## src/rtl/chunked_serial_adder.sv

```systemverilog
// chunked_serial_adder: multi-cycle adder/subtractor that processes CHUNK bits per clock and
// passes the carry between chunks through a register.
//
// Ports:
//   clk        clock, all state updates on the rising edge
//   reset      synchronous active-high reset
//   in_valid   operands a, b, c_in, sub are valid
//   in_ready   block can accept operands (high only in idle)
//   a, b       WIDTH-bit operands
//   c_in       carry-in, add mode only
//   sub        0: a+b+c_in, 1: a-b computed as a+~b+1
//   out_valid  result valid
//   out_ready  consumer takes the result
//   s          WIDTH-bit sum/difference
//   c_out      carry out of bit WIDTH-1 (in sub mode, 1 = no borrow)
//   overflow   two's-complement signed overflow
module chunked_serial_adder #(
    parameter int unsigned WIDTH = 16,
    parameter int unsigned CHUNK = 4
) (
    input  logic             clk,
    input  logic             reset,
    input  logic             in_valid,
    output logic             in_ready,
    input  logic [WIDTH-1:0] a,
    input  logic [WIDTH-1:0] b,
    input  logic             c_in,
    input  logic             sub,
    output logic             out_valid,
    input  logic             out_ready,
    output logic [WIDTH-1:0] s,
    output logic             c_out,
    output logic             overflow
);

    // Guarded so a bad CHUNK reaches the error below instead of a divide by zero.
    localparam int unsigned NCHUNK = (CHUNK == 0) ? 1 : WIDTH / CHUNK;
    localparam int unsigned IDXW   = (NCHUNK > 1) ? $clog2(NCHUNK) : 1;
    localparam logic [IDXW-1:0] LAST_IDX = IDXW'(NCHUNK - 1);

    if (WIDTH < 1 || CHUNK < 1 || ((CHUNK == 0) ? 1'b1 : ((WIDTH % CHUNK) != 0)))
    begin : g_bad_params
        $error("chunked_serial_adder: CHUNK must be >= 1 and divide WIDTH exactly");
    end

    typedef enum logic [1:0] {StIdle, StRun, StDone} state_e;

    state_e state_q, state_d;

    // Operands and result viewed as an array of chunks, indexed by the chunk counter.
    logic [NCHUNK-1:0][CHUNK-1:0] a_r, b_r, s_r;
    logic [IDXW-1:0]              idx_q;
    logic                         carry_q;
    logic                         c_out_q;
    logic                         ovf_q;

    logic [CHUNK-1:0] a_chunk, b_chunk;
    logic [CHUNK:0]   chunk_sum;
    logic             top_carry_in;
    logic             last_chunk;

    // Chunk adder, CHUNK+1 bits wide so the top bit is the carry to the next chunk.
    always_comb begin
        a_chunk   = a_r[idx_q];
        b_chunk   = b_r[idx_q];
        chunk_sum = {1'b0, a_chunk} + {1'b0, b_chunk} + {{CHUNK{1'b0}}, carry_q};
        // Carry into the chunk's MSB recovered from the MSB sum bit: s = a ^ b ^ cin.
        top_carry_in = a_chunk[CHUNK-1] ^ b_chunk[CHUNK-1] ^ chunk_sum[CHUNK-1];
        last_chunk   = (idx_q == LAST_IDX);
    end

    always_comb begin
        state_d   = state_q;
        in_ready  = 1'b0;
        out_valid = 1'b0;
        unique case (state_q)
            StIdle: begin
                in_ready = 1'b1;
                if (in_valid) state_d = StRun;
            end
            StRun: begin
                if (last_chunk) state_d = StDone;
            end
            StDone: begin
                out_valid = 1'b1;
                if (out_ready) state_d = StIdle;
            end
            default: state_d = StIdle;
        endcase
    end

    always_ff @(posedge clk) begin
        if (reset) state_q <= StIdle;
        else       state_q <= state_d;
    end

    always_ff @(posedge clk) begin
        if (reset) begin
            a_r     <= '0;
            b_r     <= '0;
            s_r     <= '0;
            idx_q   <= '0;
            carry_q <= 1'b0;
            c_out_q <= 1'b0;
            ovf_q   <= 1'b0;
        end else begin
            case (state_q)
                StIdle: begin
                    if (in_valid) begin
                        a_r     <= a;
                        // Subtraction as a + ~b + 1: invert b, force carry-in to 1.
                        b_r     <= sub ? ~b : b;
                        carry_q <= sub ? 1'b1 : c_in;
                        idx_q   <= '0;
                    end
                end
                StRun: begin
                    s_r[idx_q] <= chunk_sum[CHUNK-1:0];
                    carry_q    <= chunk_sum[CHUNK];
                    if (last_chunk) begin
                        c_out_q <= chunk_sum[CHUNK];
                        ovf_q   <= top_carry_in ^ chunk_sum[CHUNK];
                    end else begin
                        idx_q <= idx_q + IDXW'(1);
                    end
                end
                default: ;
            endcase
        end
    end

    assign s        = s_r;
    assign c_out    = c_out_q;
    assign overflow = ovf_q;

endmodule

```

## config.mk

```make
export PLATFORM = sky130hd
export DESIGN_NAME = chunked_serial_adder
export DESIGN_NICKNAME = d
export VERILOG_FILES = /design/src/rtl/chunked_serial_adder.sv
export SDC_FILE = /design/constraint.sdc
export NUM_CORES = 1
export LEC_CHECK = 0
export CORE_ASPECT_RATIO = 1.5
export CORE_MARGIN = 4
export CORE_UTILIZATION = 40
export DETAILED_ROUTE_END_ITERATION = 16
export PLACE_DENSITY = 0.66
export SETUP_SLACK_MARGIN = 0.5
export SLEW_MARGIN = 20
export SYNTH_ARGS = -nofsm -noshare
export SYNTH_HDL_FRONTEND = slang
export SYNTH_SLANG_ARGS = --single-unit
export TNS_END_PERCENT = 30
```

## constraint.sdc

```tcl
create_clock -name clk -period 6.35 [get_ports clk]
set_clock_uncertainty 0.1 [all_clocks]
set_input_delay 1.5875 -clock clk [delete_from_list [all_inputs] [get_ports clk]]
set_output_delay 1.5875 -clock clk [all_outputs]
set_load 0.005 [all_outputs]
```

==> qor.log <==
INFO  routing        wl=5209um
INFO  clock_network  cts.repair.resized=0
INFO  synth          syn_inst=273
INFO  timing         min_period_over_period=51.65%
INFO  worst_hold_path timing.hold.worst.class=flop to flop
INFO  timing         rsz0062_at_grt=false
INFO  job            cap_violations=0
INFO  timing         timing.slew.headroom=31.28%
INFO  synth          synth_cell_types=28
INFO  critical_path  required=4.66ns
INFO  power          power.share.switching=25.89%
INFO  clock_network  numCtsBuffers=5
INFO  timing         worst_hold_slack=0.3575ns
INFO  run_status     run_status=finished, final reports clean
INFO  timing         fin_crit=3.280ns
INFO  placement      dpl_worst_slack=2.975ns
INFO  die            core_region_area=6087um2
INFO  synth          synthMuxAreaShare=7.211%
INFO  synth          post_synth_instance_area=2499um2
INFO  die            die_height=104.8um
INFO  synth          xor_xnor_fraction_of_synth_area=6.660%
INFO  power          power.leakage=1.111nW
INFO  timing         timing_max_transition_violations_final=0
INFO  power          power.share.sequential=51.1%
INFO  synth          synth_sequential_area_ratio=44.07%
INFO  clock_network  post-cts-setup-buffer-count=0
INFO  critical_path  worst_setup_path_start_kind=flop
INFO  clock_network  htree_num_levels=2
INFO  global_routing grt_use_met3=2.791%
INFO  critical_path  timing.critical_path.arrival=1.59ns
INFO  power          power.density_cell_area=233.3nW/um2
INFO  routing        routed_wire_length_per_instance=13.25um
INFO  finish         design.final.nets=365
INFO  clock_network  cts_max_path_buffers=2
INFO  routing        drt_pre_antenna_iters=4
INFO  die            die_width=72.53um
INFO  global_routing grt_pass1_vias=1886
INFO  synth          synth-simple-area-share=16.47%
INFO  clock_network  cts_hold_bufs=0
INFO  global_routing grt_pass1_wl=8845um
INFO  global_routing grt_usage=14.67%
INFO  timing         timing.fmax=304.9MHz
INFO  timing         layout_setup_ws=3.070ns
INFO  die            floorplan.rows=35
INFO  synth          yosys.area.top_type=sky130_fd_sc_hd__dfxtp_1
INFO  die            die_area=7601um2
INFO  power          p_clk_share=31.3%
INFO  finish         layout-drive-gt1-share=6.897%
INFO  timing         worst_slew_pin_slew=1.031ns
INFO  die            design.portCount=58
INFO  synth          synth_seq_cells=55
INFO  placement      io_buffers=57
INFO  critical_path  maximum_fanout_along_the_worst_path=7
INFO  synth          synth_adder_area_share=5.108%
INFO  routing        drtIter0Drc=140
INFO  placement      final_gp_congestion=0.7136
INFO  critical_path  timing.setup.critical_path_class=flop to output port
INFO  synth          net_count_after_synthesis=320
INFO  synth          yosys.area.top_type_share=44.07%
INFO  routing        via_count=1953
INFO  finish         instances_no_fill=393
INFO  power          ir_worst_vdd=0.1193mV
INFO  placement      placedCellCount=385
INFO  global_routing grtUsageMet2=25.13%
INFO  clock_network  clock_insertion_delay_worst_skew=0.31ns
INFO  clock_network  clk_pin_slew_worst_paths=0.10ns
INFO  finish         insertedDiodeCount=0
INFO  synth          synth_top_cells_by_area=sky130_fd_sc_hd__dfxtp_1, sky130_fd_sc_hd__mux4_2, sky130_fd_sc_hd__nand2_1, sky130_fd_sc_hd__a21oi_1, sky130_fd_sc_hd__xnor2_1
INFO  timing         totalNegativeSetupSlack=0ns
INFO  global_routing grt_antenna_before_repair=0
INFO  global_routing gr-max-usage-layer=met2
INFO  finish         layout.cell_area.non_filler=3189um2
INFO  power          p_comb_share=17.7%
INFO  global_routing global_route.overflow_total=0
INFO  placement      place.detailed.hpwl=3822um
INFO  routing        drt-vias-per-instance=4.969
INFO  synth          synth_area_per_cell=9.153um2
INFO  global_routing globalRouteMet1Util=18.29%
INFO  finish         synthesis_to_finish_area_growth=27.64%
INFO  global_routing grt_max_degree=60
INFO  synth          synth_compound_gate_area_share=15.87%
INFO  synth          yosys_warnings=0
INFO  clock_network  tritoncts_num_sinks=55
INFO  routing        post-route-drc-count=0
INFO  timing         timing.final.setup_violations=0
INFO  timing         hold_viol=0
INFO  critical_path  critPathCaptureType=output port
INFO  die            initial_utilization=41.05%
INFO  power          p_switching=0.1926mW
INFO  placement      post_dp_cell_area=3074um2
INFO  routing        detail-route-antenna-nets=0
INFO  power          intPower=0.5514mW
INFO  clock_network  cts_tree=yes
INFO  clock_network  clock_tree.root_cell=sky130_fd_sc_hd__clkbuf_8
INFO  synth          synth_top_family_by_area=simple AND/OR/NAND/NOR gates
power by group through the flow:
stage | sequential (mW) | combinational [mW] | clock, mW
3_5_place_dp | 0.389 | 0.132 | 0
2_1_floorplan | 0.382 | 0.0890 | 0
3_3_place_gp | 0.388 | 0.131 | 0
6_report | 0.380 | 0.131 | 0.233
5_1_grt | 0.384 | 0.147 | 0.255
4_1_cts | 0.380 | 0.133 | 0.239
layout by cell type (no fill, tap or decap), drive strengths merged, types with 4 or more instances in the layout:
cell / instances
clkdlybuf4s50: 56
dfxtp: 55
nand2: 47
a21oi: 32
nor2: 27
a211oi: 18
xnor2: 17
mux4: 8
ha: 7
nand3: 6
inv: 5
clkbuf: 5
nand3b: 4
o31ai: 4
sequential cells by signal, summed over array words and instances, names as in the netlist:
name	count
a_r	16
b_r	16
c_out	1
carry_q	1
idx_q	2
overflow	1
s	16
state_q	2
synth_stat cells:
library cell,n
sky130_fd_sc_hd__nand2_1,47
sky130_fd_sc_hd__mux4_2,8
sky130_fd_sc_hd__xnor2_1,17
sky130_fd_sc_hd__nor3b_2,1
sky130_fd_sc_hd__nand3b_1,4
sky130_fd_sc_hd__nand2b_1,3
sky130_fd_sc_hd__o21ai_0,1
sky130_fd_sc_hd__nor2b_1,3
sky130_fd_sc_hd__nor3_1,2
sky130_fd_sc_hd__a311oi_1,3
sky130_fd_sc_hd__dfxtp_1,55
sky130_fd_sc_hd__ha_1,7
sky130_fd_sc_hd__fa_1,2
sky130_fd_sc_hd__buf_4,3
sky130_fd_sc_hd__o31ai_1,4
sky130_fd_sc_hd__clkbuf_1,9
sky130_fd_sc_hd__nand3_1,6
sky130_fd_sc_hd__xor2_1,2
sky130_fd_sc_hd__a211oi_2,2
sky130_fd_sc_hd__a211oi_1,16
sky130_fd_sc_hd__and2_1,1
sky130_fd_sc_hd__a21oi_1,32
sky130_fd_sc_hd__buf_2,8
sky130_fd_sc_hd__inv_1,5
sky130_fd_sc_hd__a22oi_1,2
sky130_fd_sc_hd__a21o_1,2
sky130_fd_sc_hd__nor3b_1,1
sky130_fd_sc_hd__nor2_1,27
layout make-up:
class                           instances  area [um2]
Inverter                                5       18.77
Timing Repair Buffer                   58       573.1
Clock buffer                            5       68.82
Multi-Input combinational cell        193        1291
Clock inverter                          3       43.79
Fill cell                             603        2898
Tap cell                               74       92.59
Sequential cell                        55        1101
path summary, 6_finish.rpt:
check	from	endpoint	slack, ns	cells past startpoint
min reg2reg	a_r[4]	a_r[4]	0.36	2
max reg2reg	idx_q[0]	s[7]	3.39	6
max	state_q[1]	out_valid	3.07	2
min	a_r[4]	a_r[4]	0.36	2
worst max-delay path, cell delays in order (launching register included):
cell and delay (ns):
sky130_fd_sc_hd__dfxtp_1 0.54, sky130_fd_sc_hd__nor2b_1 0.23, sky130_fd_sc_hd__clkdlybuf4s50_1 0.53
cell families after synthesis:
logic type,after synthesis
muxes,8
AOI/OAI and AO/OA,62
adders and majority gates,9
DFF,55
and+or+nand+nor,95
buffers and inverters,25
xor gates and xnor gates,19
metal layers:
| layer | vias to the layer above | part of all wire (%) |
|---|---|---|
| met5 | - | 0 |
| met4 | 0 | 1.4 |
| met3 | 5 | 4.5 |
| met2 | 48 | 51 |
| met1 | 876 | 43 |
| li1 | 1024 | - |
metrics by stage:
step                      power, mW  util, %
after floorplan              0.4709        -
after global placement       0.5181    50.50
after detailed placement     0.5208    50.50
after CTS                    0.7526    52.35
after global routing         0.7854    52.39
final                        0.7439    52.39
No activity file was read; power rests on OpenSTA's default activity.
